[src/rtl/btb_update_queue.sv]
// btb_update_queue: write-side companion of the branch target buffer.
// Resolved-branch records arrive from the backend, records that would not
// change the BTB are dropped, and the rest are buffered in a small FIFO that
// drains one entry per cycle into the BTB write port.
// Optional build macro: BTB_UPD_DEDUP_EN merges a record into the most recently
// pushed queued entry when both carry the same PC.
module btb_update_queue #(
    parameter int DEPTH     = 4,
    parameter int CNT_WIDTH = $clog2(DEPTH) + 1
) (
    input  logic                 clk,
    input  logic                 reset,
    input  logic                 upd_valid_i,
    output logic                 upd_ready_o,
    input  logic [29:0]          upd_pc_i,
    input  logic                 upd_taken_i,
    input  logic [29:0]          upd_bta_i,
    input  logic [1:0]           upd_br_type_i,
    input  logic                 upd_btb_miss_i,
    input  logic [29:0]          upd_pred_bta_i,
    input  logic                 wr_block_i,
    output logic                 btb_we_o,
    output logic [29:0]          btb_wpc_o,
    output logic [29:0]          btb_bta_o,
    output logic [1:0]           btb_br_type_o,
    output logic [CNT_WIDTH-1:0] count_o
);
    localparam int PTR_W = $clog2(DEPTH);
    localparam logic [CNT_WIDTH-1:0] FULL_CNT = CNT_WIDTH'(DEPTH);

    logic [29:0]          pc_mem   [DEPTH];
    logic [29:0]          bta_mem  [DEPTH];
    logic [1:0]           type_mem [DEPTH];
    logic [PTR_W-1:0]     head_q;
    logic [PTR_W-1:0]     tail_q;
    logic [CNT_WIDTH-1:0] count_q;
    logic                 accept;
    logic                 qualify;
    logic                 pop;
    logic                 push;
    logic                 dedup_hit;

    // Handshake: a record transfers on any edge where upd_valid_i and
    // upd_ready_o are both high; the producer holds its record stable until
    // then. Ready depends only on registered occupancy, so a full queue refuses
    // even if it pops on that same edge.
    assign upd_ready_o = (count_q != FULL_CNT);
    assign accept      = upd_valid_i & upd_ready_o;
    // Only taken branches that missed or mispredicted the target need a write.
    assign qualify     = accept & upd_taken_i &
                         (upd_btb_miss_i | (upd_pred_bta_i != upd_bta_i));

    // The drain side is combinational from the head entry.
    assign btb_we_o      = (count_q != '0) & ~wr_block_i;
    assign btb_wpc_o     = pc_mem[head_q];
    assign btb_bta_o     = bta_mem[head_q];
    assign btb_br_type_o = type_mem[head_q];
    assign pop           = btb_we_o;
    assign count_o       = count_q;

`ifdef BTB_UPD_DEDUP_EN
    logic [PTR_W-1:0] last_idx;

    // Newest queued entry sits just behind the tail; it is only safe to edit
    // if it is not the head being written out on this same edge.
    always_comb begin
        last_idx  = tail_q - PTR_W'(1);
        dedup_hit = qualify & (count_q != '0) &
                    ~(pop & (count_q == CNT_WIDTH'(1))) &
                    (pc_mem[last_idx] == upd_pc_i);
    end
`else
    assign dedup_hit = 1'b0;
`endif

    assign push = qualify & ~dedup_hit;

    // Pointer and occupancy bookkeeping; pointers wrap naturally at DEPTH.
    always_ff @(posedge clk) begin
        if (reset) begin
            head_q  <= '0;
            tail_q  <= '0;
            count_q <= '0;
        end else begin
            if (push) tail_q <= tail_q + PTR_W'(1);
            if (pop)  head_q <= head_q + PTR_W'(1);
            case ({push, pop})
                2'b10:   count_q <= count_q + CNT_WIDTH'(1);
                2'b01:   count_q <= count_q - CNT_WIDTH'(1);
                default: count_q <= count_q;
            endcase
        end
    end

    // Entry storage: full write at the tail, or an in-place target update.
    always_ff @(posedge clk) begin
        if (push) begin
            pc_mem[tail_q]   <= upd_pc_i;
            bta_mem[tail_q]  <= upd_bta_i;
            type_mem[tail_q] <= upd_br_type_i;
        end
`ifdef BTB_UPD_DEDUP_EN
        else if (dedup_hit) begin
            bta_mem[last_idx]  <= upd_bta_i;
            type_mem[last_idx] <= upd_br_type_i;
        end
`endif
    end

endmodule

[config.mk]
export PLATFORM = sky130hd
export DESIGN_NAME = btb_update_queue
export DESIGN_NICKNAME = d
export VERILOG_FILES = /design/src/rtl/btb_update_queue.sv
export SDC_FILE = /design/constraint.sdc
export NUM_CORES = 1
export LEC_CHECK = 0
export ABC_CLOCK_PERIOD_IN_PS = 2700
export BUFFER_PORTS_ARGS = -buffer_cell sky130_fd_sc_hd__buf_4
export CAP_MARGIN = 20
export CELL_PAD_IN_SITES_DETAIL_PLACEMENT = 2
export CELL_PAD_IN_SITES_GLOBAL_PLACEMENT = 2
export CORE_MARGIN = 2
export CORE_UTILIZATION = 39
export CTS_CLUSTER_SIZE = 24
export DETAILED_ROUTE_END_ITERATION = 8
export PLACE_DENSITY_LB_ADDON = 0.05
export RECOVER_POWER = 50
export SETUP_SLACK_MARGIN = 0.02
export SLEW_MARGIN = 40
export SYNTH_ARGS = -nofsm -noshare
export SYNTH_HDL_FRONTEND = slang
export SYNTH_SLANG_ARGS = --single-unit
[constraint.sdc]
create_clock -name clk -period 2.7 [get_ports clk]
set_input_delay 0.405 -clock clk [delete_from_list [all_inputs] [get_ports clk]]
set_output_delay 0.405 -clock clk [all_outputs]
set_load 0.05 [all_outputs]
==> flow_metrics.tcl, run 1 <==
set metrics [dict create \
    crit_path_start_kind "flop" \
    clk_pin_slew_worst_paths_ns 0.06 \
    p_sw_frac 0.3212 \
    start_util 0.3990 \
    finalHoldViolCount 0 \
    die_w_um 162.0 \
    wl_met2_um 12330 \
    status "finished, final reports clean" \
    ff_latch_area_um2 7635 \
    skew_ns 0.01086 \
    final_net_count 734 \
    drtAntennaViolNets 0 \
    antenna_cells 0 \
    design_area_um2 12310 \
    track_usage 0.1813 \
    top_layer "met4" \
    met1_length_um 9489 \
    grt_pass1_vias 5735 \
    num_vias 4905 \
    combPwrFrac 0.287 \
    gp_congestion 0.6767 \
    yosys_register_bits 257 \
    grt_pass1_wl_um 35140 \
    yosysWarnings 0 \
    crit_family "buffers and inverters" \
    yosysTopAreaCell "edfxtp_1" \
    netlist_area_um2 9732 \
    firstDrtPassIters 4 \
    end_kind "output port" \
    rsz0062_at_grt "no" \
    power_leakage_uw 0.004016 \
    cts_hold_buffers 0 \
    path_buf_inv 2 \
    critPathMaxStageDelay_ns 0.59 \
    cts_buffers 29 \
    antenna_found_initial 0 \
    synth_cells 417 \
    cap_violations 0 \
    overflow 0 \
    root_buffer "clkbuf_16" \
    rows 57 \
    cts_buffer_depth 3 \
    dieArea_um2 26230 \
    n_fill_cell 2208 \
    wl_per_cell_um 23.93 \
    setup_violations 0 \
    multiInputGateArea_um2 2021 \
    ir_drop_mv 0.4541 \
    placed_area_um2 11730 \
    post-route-period-util 0.9436 \
    cts_resized 0 \
    pwr-share-seq 0.392 \
    cp_cell_sequence "buf_4 -> mux4_2 -> buf_4" \
    drv_slew 0 \
    drc_errors 0 \
    yosys-top-cells-area "edfxtp_1 (77%), mux4_2 (14%), xnor2_1 (2.2%), dfxtp_1 (1.9%), xor2_1 (0.72%)" \
    pre_cts_slack_ns -0.3360 \
    relSlewSlack 0.6004 \
    drtIter0Drc 407 \
    portBuffers 164 \
    post-route-min-period_ns 2.548 \
    p_clk_frac 0.320 \
    synth_top_area_share 0.7652 \
    grt_start_max_net_pins 63 \
    setup_slack_ns 0.1523 \
    dpl.hpwl_um 15190 \
    switchingPower_uw 3787 \
    wl_met3_um 1035 \
    avgSynthCellArea_um2 23.34 \
    die_h_um 162.0 \
    areaGrowthSynthToFinish_pct 26.54 \
    cts_tree "built" \
    max_slew.worst_pin.slew_ns 0.6020 \
    p_int_uw 8005 \
    powerDensity_nw_per_um2 957.6 \
    wirelength_um 23330 \
    cts_setup_buffers 0 \
    cts_num_sinks 257 \
    drive_gt1_frac 0.3610 \
    synth_cell_types 27 \
    insertion_delay_ns 0.54 \
    hp-class "input pin to flop" \
    htree_levels 1 \
    worstPathRequired_ns 2.30 \
    io_pins 165 \
    synth_nets 521 \
    critPathArrivalTime_ns 2.14 \
    ys_seq_area_frac 0.7837 \
    cp_max_fo 23 \
    cpMostUsedCell "buf_4" \
    via_per_inst 5.031 \
    crit_slowest_cell "mux4_2" \
    worst-setup-path-type "flop to output port" \
    fmax_mhz 392.5 \
    core_um2 24390 \
]
## cells in the final DEF (no fill, tap or decap), types with 5 or more instances in the layout
master     instances
clkbuf_16         29
dfxtp_1            7
mux4_2            62
nor2_1            10
buf_4            107
clkinv_1           6
edfxtp_1         248
xnor2_1           25
ha_1               5
clkinv_2           9
inv_1              7
clkbuf_1          79
nand4_1            5
xor2_1             8
buf_12            10
## per-layer routing
| layer | track usage | vias to the layer above |
|---|---|---|
| met1 | 0.2288 | 2580 |
| met2 | 0.3267 | 141 |
| met4 | 0.04425 | 0 |
| met5 | 0 | - |
| met3 | 0.03166 | 27 |
| li1 | - | 2157 |
## cells by family (layout without fill, tap and decap cells)
logic type                 after synthesis  in the layout  synth area share
AOI/OAI and AO/OA                        6              6          0.005785
xor gates and xnor gates                33             33           0.02970
adders and majority gates                6              6          0.008486
buffers and inverters                   22            256          0.009386
DFF                                    257            257            0.7837
muxes                                   64             64            0.1461
and+or+nand+nor                         29             29           0.01684
## layout make-up
class	count	area share
multi-input cells	138	0.1641
clock buffers	30	0.05924
flip-flops and latches	257	0.6200
inverters	7	0.002134
repair buffers	197	0.1063
clock inverters	22	0.01534
well taps	324	0.03292
## power groups by stage
stage / clock (uW) / combinational (uW) / sequential (uW)
after floorplan: 0 / 2360 / 4730
after global placement: 0 / 3490 / 4690
after detailed placement: 0 / 3530 / 4710
after CTS: 3870 / 3550 / 4630
after global routing: 3990 / 3590 / 4640
final: 3780 / 3390 / 4620
## synth_stat cells
library cell and count:
edfxtp_1 248, mux4_2 62, xnor2_1 25, nor2_1 10
dfxtp_1 9, clkbuf_1 8, xor2_1 8, buf_2 7
inv_1 7, ha_1 5, nand4_1 5, and2_1 4
nand3_1 3, a21oi_1 2, nand2b_1 2, a211oi_1 1
a31oi_4 1, fa_1 1, mux2_4 1, mux2i_1 1
nand2_1 1, nor3_1 1, nor4_1 1, nor4_4 1
o2111a_2 1, o21ai_0 1, or3_1 1
## final timing paths
path,depth (start not counted),slack [ns],startpoint,end
min reg2reg,2,0.54,tail_q[1]$_SDFFE_PP0P_,tail_q[1]$_SDFFE_PP0P_
max reg2reg,7,0.28,count_o[0]$_SDFFE_PP0P_,pc_mem[3][14]$_DFFE_PP_
max,3,0.15,flop,btb_bta_o[29]
min,1,0.13,upd_pc_i[4],pc_mem[0][4]$_DFFE_PP_
## state kept, by name, summed over array words and instances (netlist names), named ones only
signal,flops
tail_q,2
type_mem,8
pc_mem,120
head_q,2
count_o,3
bta_mem,120
## metrics by stage
| stage | util | hold WS, ns | power, uW | cells | TNS [ns] |
|---|---|---|---|---|---|
| after floorplan | - | 0.4820 | 7093 | 417 | -19.76 |
| after global placement | 0.4808 | 0.4960 | 8178 | 923 | -0.2225 |
| after detailed placement | 0.4808 | 0.5300 | 8245 | 923 | -0.3858 |
| after CTS | 0.5184 | 0.04705 | 12050 | 975 | 0 |
| after global routing | 0.5049 | 0.1358 | 12220 | 975 | 0 |
| final | 0.5049 | 0.1317 | 11790 | 975 | 0 |
No activity file was read; power rests on OpenSTA's default activity.
==> inputs of run 2 (changes only) <==
--- a/config.mk
+++ b/config.mk
@@ -5,19 +5,19 @@
 export SDC_FILE = /design/constraint.sdc
 export NUM_CORES = 1
 export LEC_CHECK = 0
+export ABC_AREA = 1
 export ABC_CLOCK_PERIOD_IN_PS = 2700
 export BUFFER_PORTS_ARGS = -buffer_cell sky130_fd_sc_hd__buf_4
-export CAP_MARGIN = 20
 export CELL_PAD_IN_SITES_DETAIL_PLACEMENT = 2
 export CELL_PAD_IN_SITES_GLOBAL_PLACEMENT = 2
 export CORE_MARGIN = 2
-export CORE_UTILIZATION = 39
+export CORE_UTILIZATION = 34
 export CTS_CLUSTER_SIZE = 24
 export DETAILED_ROUTE_END_ITERATION = 8
 export PLACE_DENSITY_LB_ADDON = 0.05
 export RECOVER_POWER = 50
 export SETUP_SLACK_MARGIN = 0.02
-export SLEW_MARGIN = 40
+export SLEW_MARGIN = 20
 export SYNTH_ARGS = -nofsm -noshare
 export SYNTH_HDL_FRONTEND = slang
 export SYNTH_SLANG_ARGS = --single-unit
==> flow_metrics.tcl, run 2 <==
set metrics [dict create \
    via_per_inst 4.989 \
    final_net_count 1104 \
    track_usage 0.1851 \
    synth_cell_types 23 \
    root_buffer "clkbuf_16" \
    synth_mux_area_frac 0 \
    htree_levels 1 \
    die_w_um 177.5 \
    io_pins 165 \
    yosysMostFrequentCell "edfxtp_1" \
    final_common_cell "edfxtp_1" \
    cts_buffer_depth 3 \
    grt_pass1_vias 7895 \
    overflow 0 \
    antenna_found_initial 0 \
    cts_num_sinks 257 \
    setup_violations 0 \
    yosysTopAreaCell "edfxtp_1" \
    antenna_cells 0 \
    grt_start_max_net_pins 63 \
    synth_cells 817 \
    skew_ns 0.01815 \
    fmax_mhz 400.9 \
    start_util 0.3452 \
    finalPower_uw 11690 \
    core_um2 29640 \
    design_area_um2 12700 \
    worstPathRequired_ns 2.30 \
    avgSynthCellArea_um2 12.52 \
    r2r_setup_slack_ns 0.25 \
    ff_latch_area_um2 7632 \
    insertion_delay_ns 0.55 \
    min_from "reset" \
    netlist_area_um2 10230 \
    num_vias 7050 \
    gp_congestion 0.7083 \
    dpl.hpwl_um 18160 \
    synth-compound-area-share 0.1061 \
    yosys_most_used_dff "edfxtp_1" \
    post-route-min-period_ns 2.494 \
    wl_per_cell_um 20.61 \
    synthAdderAreaFrac 0.008070 \
    reg2reg_depth 7 \
    wirelength_um 29120 \
    synth_nets 921 \
    dieArea_um2 31500 \
    yosys_register_bits 257 \
    hold_depth 2 \
    end_kind "output port" \
    stdcell_count 1413 \
    multiInputGateArea_um2 2141 \
    worst-setup-path-type "flop to output port" \
    cts_tree "built" \
    drv_slew 0 \
    hp-class "input pin to flop" \
    powerDensity_nw_per_um2 920.4 \
    post-route-period-util 0.9238 \
    cts_buffers 29 \
    pre_cts_slack_ns -0.07318 \
    cap_violations 0 \
    synth-edff-count 248 \
    top_regs "bta_mem x120, pc_mem x120, type_mem x8" \
    relSlewSlack 0.4519 \
    synth_top_area_share 0.7278 \
    setup_slack_ns 0.2057 \
    async_flop_share 0 \
    status "finished, final reports clean" \
    ys_top_cells_by_count "edfxtp_1 (248), nor2_1 (145), o21ai_0 (123)" \
    power_leakage_uw 0.004625 \
    ir_drop_mv 0.5086 \
    die_h_um 177.5 \
    areaGrowthSynthToFinish_pct 24.13 \
    synthSimpleGateAreaFrac 0.08755 \
    critPathArrivalTime_ns 2.09 \
    layout_common_cells "edfxtp_1 (248), nor2_1 (143), o21ai_0 (123)" \
    clk_pin_slew_worst_paths_ns 0.06 \
    dp.cells 1357 \
    max_slew.worst_pin.slew_ns 0.8222 \
    placed_area_um2 12100 \
    drtIter0Drc 306 \
    finalHoldViolCount 0 \
    yosysWarnings 0 \
    r2r-start "count_o[2]$_SDFFE_PP0P_" \
    ys_seq_area_frac 0.7454 \
    synth_top_family_by_area "compound AO/OA/AOI/OAI gates" \
    drtAntennaViolNets 0 \
    cp_max_fo 35 \
    portBuffers 164 \
    synth_xor_area_frac 0.005992 \
    rsz0062_at_grt "no" \
    crit_path_start_kind "flop" \
    firstDrtPassIters 4 \
    drc_errors 0 \
    rows 63 \
    drive_gt1_frac 0.1584 \
    yosys-top-cells-area "edfxtp_1 (73%), o21ai_0 (6.0%), nor2_1 (5.3%), o22ai_1 (3.9%), nand2_1 (3.0%)" \
    n_fill_cell 3119 \
    grt_pass1_wl_um 44770 \
]
==> run 2: changes by cell type after synthesis, moves of 6 or more <==
cell and delta:
inv_1 +62, mux4_2 -62, xor2_1 -8, xnor2_1 -18, buf_6 +7, o21ai_0 +122
nand2_1 +82, clkbuf_1 +21, o22ai_1 +63, a21oi_1 +6, nor2_1 +135, o21ai_1 +6
==> run 2: per-layer routing <==
layer  up-vias  share of wire  global-route usage
met5         -              0                   0
met4         0          0.019             0.04235
met3        40          0.046             0.03042
met2       150           0.53              0.3433
met1      3594           0.41              0.2237
li1       3266              -                   -
==> run 2: cells by family after synthesis <==
group	count (synthesis)
flip-flops	257
AND/OR/NAND/NOR	235
AO/OA/AOI/OAI	201
buffers and inverters	111
XOR/XNOR	7
adder cells (fa/ha/maj)	6
==> run 2: power breakdown <==
part / switching, uW / internal [uW]
logic: 2540 / 955
registers: 81.3 / 4540
clock network: 1530 / 2050
==> run 2: per-stage QoR <==
step / setup TNS (ns) / hold WS, ns / utilization
after floorplan: -142.01 / 0.4356 / -
after CTS: 0 / 0.01688 / 0.4389
after detailed placement: -2.961 / 0.4656 / 0.4082
after global routing: 0 / 0.02889 / 0.4285
final: 0 / 0.04077 / 0.4285
after global placement: -0.3738 / 0.4453 / 0.4082
==> run 2: worst max-delay path, stage by stage, from the launching register on <==
cell	delay [ns]
dfxtp_4	0.42
inv_6	0.22
buf_16	0.23
o21ai_0	0.13
o22ai_1	0.26
buf_4	0.26
==> run 2: path summary, 6_finish.rpt <==
kind	endpoint
hold reg to reg	flop
hold / removal	count_o[1]$_SDFFE_PP0P_
setup reg to reg	bta_mem[3][10]$_DFFE_PP_
setup / recovery	btb_wpc_o[21]
==> run 2: layout make-up <==
cell class,instances,area share
Sequential cell,257,0.6009
Multi-Input combinational cell,449,0.1686
Timing Repair Buffer,192,0.1028
Clock buffer,33,0.05832
Tap cell,390,0.03842
Inverter,71,0.02138
Clock inverter,21,0.009556
==> run 2: what timing repair did <==
| action | in CTS | in global routing |
|---|---|---|
| endpoints found under the setup margin | 2 | 87 |
| gates resized for setup | 3 | 2 |
| hold buffers | 0 | 0 |
| buffers inserted | 0 | 1 |
| cloned | 1 | 0 |
==> inputs of run 3 (changes only) <==
--- a/config.mk
+++ b/config.mk
@@ -11,7 +11,7 @@
 export CELL_PAD_IN_SITES_DETAIL_PLACEMENT = 2
 export CELL_PAD_IN_SITES_GLOBAL_PLACEMENT = 2
 export CORE_MARGIN = 2
-export CORE_UTILIZATION = 34
+export CORE_UTILIZATION = 25
 export CTS_CLUSTER_SIZE = 24
 export DETAILED_ROUTE_END_ITERATION = 8
 export PLACE_DENSITY_LB_ADDON = 0.05
==> flow_metrics.tcl, run 3 (synthesis results as in run 2) <==
set metrics [dict create \
    cts_tree "built" \
    crit_path_start_kind "flop" \
    die_w_um 206.3 \
    wl_per_cell_um 19.25 \
    htree_levels 1 \
    gp_congestion 0.6677 \
    cts_buffers 30 \
    design_area_um2 12920 \
    cap_violations 0 \
    firstDrtPassIters 6 \
    n_fill_cell 4377 \
    powerDensity_nw_per_um2 920.6 \
    drtAntennaViolNets 0 \
    whs_ns 0.1218 \
    p_sw_frac 0.3510 \
    placed_area_um2 12280 \
    dieArea_um2 42560 \
    cp_cell_sequence "buf_12 -> o21ai_0 -> o22ai_1 -> buf_4" \
    insertion_delay_ns 0.55 \
    finalHoldViolCount 0 \
    rows 74 \
    drv_slew 0 \
    clk_pin_slew_worst_paths_ns 0.06 \
    setup_violations 0 \
    path_buf_inv 2 \
    root_buffer "clkbuf_16" \
    cts_buffer_depth 3 \
    pwr-share-seq 0.388 \
    final_common_cell "edfxtp_1" \
    top_regs "bta_mem x120, pc_mem x120, type_mem x8" \
    end_kind "output port" \
    portBuffers 164 \
    post-route-min-period_ns 2.576 \
    drc_errors 0 \
    r2r-start "count_o[2]$_SDFFE_PP0P_" \
    grt_start_max_net_pins 71 \
    min_from "upd_pc_i[24]" \
    skew_ns 0.01472 \
    areaGrowthSynthToFinish_pct 26.28 \
    drive_gt1_frac 0.1640 \
    ir_drop_mv 0.3833 \
    finalSetupTns_ns 0 \
    dpl.hpwl_um 18340 \
    critPathArrivalTime_ns 2.17 \
    die_h_um 206.3 \
    crit_slowest_cell "dfxtp_4" \
    hp-class "input pin to flop" \
    rsz0062_at_grt "yes" \
    cp_max_fo 70 \
    post-route-period-util 0.9539 \
    num_vias 6885 \
    status "finished, final reports clean" \
    via_per_inst 4.442 \
    max_slew.worst_pin.slew_ns 0.7557 \
    grt_pass1_wl_um 44550 \
    p_clk_frac 0.323 \
    io_pins 165 \
    finalPower_uw 11900 \
    wirelength_um 29840 \
    antenna_cells 0 \
    antenna_found_initial 0 \
    final_net_count 1098 \
    worst-setup-path-type "flop to output port" \
    drtIter0Drc 222 \
    core_um2 40650 \
    grt_pass1_vias 7357 \
    layout_common_cells "edfxtp_1 (248), nor2_1 (142), o21ai_0 (123)" \
    crit_family "buffers and inverters" \
    overflow 0 \
    power_leakage_uw 0.004641 \
    combPwrFrac 0.288 \
    p_int_uw 7720 \
    switchingPower_uw 4175 \
    track_usage 0.1396 \
    start_util 0.2517 \
    relSlewSlack 0.4962 \
    worstPathRequired_ns 2.30 \
    cts_num_sinks 257 \
    fmax_mhz 388.3 \
    critPathMaxStageDelay_ns 0.49 \
]
[run 3: cell count changes in the layout (fill, tap and decap cells not counted), sizes merged]
cell	previous run	this run
clkbuf	111	109
clkinv	18	16
bufbuf	1	0
bufinv	1	2
clkinvlp	1	0
dlygate4sd3	0	1
inv	72	71
[run 3: metal layers]
layer | wire length, um | global-route usage
met1 | 13340 | 0.1806
met2 | 14940 | 0.2463
met5 | 0 | 0
met3 | 989 | 0.01939
met4 | 563 | 0.03265
[run 3: timing repair]
| action | CTS | global route |
|---|---|---|
| endpoints found under the setup margin | 10 | 3 |
| pin swaps | 0 | 0 |
| resized for setup | 3 | 3 |
| hold buffers | 1 | 0 |
| setup buffers | 0 | 0 |
| hold endpoints to repair | 1 | 0 |
[run 3: power groups by stage]
stage	clock network (uW)	registers (uW)	logic [uW]
CTS	3990	4620	3620
global route	4120	4640	3700
detailed placement	0	4700	3600
finish	3850	4620	3430
global placement	0	4700	3580
floorplan	0	4710	2290
[run 3: final timing paths]
| kind | slack (ns) | end | depth (start not counted) |
|---|---|---|---|
| max | 0.12 | btb_bta_o[29] | 4 |
| max reg2reg | 0.28 | pc_mem[3][3]$_DFFE_PP_ | 7 |
| min | 0.12 | pc_mem[3][24]$_DFFE_PP_ | 1 |
| min reg2reg | 0.47 | flop | 2 |
[run 3: per-stage QoR]
stage | worst slack, ns | cells | utilization
2_1_floorplan | -0.5726 | 817 | -
3_3_place_gp | 0.01489 | 1493 | 0.3022
3_5_place_dp | -0.005825 | 1493 | 0.3022
4_1_cts | 0.04791 | 1550 | 0.3255
5_1_grt | 0.01114 | 1550 | 0.3179
6_report | 0.1244 | 1550 | 0.3179
[run 3: layout make-up]
cell class / instances / area (um2) / share of cell area
Inverter: 71 / 276.5 / 0.02140
Sequential cell: 257 / 7632 / 0.5907
Timing Repair Buffer: 185 / 1267 / 0.09809
Clock inverter: 18 / 128.9 / 0.009974
Tap cell: 532 / 665.6 / 0.05152
Multi-Input combinational cell: 449 / 2148 / 0.1663
Clock buffer: 38 / 802.0 / 0.06207
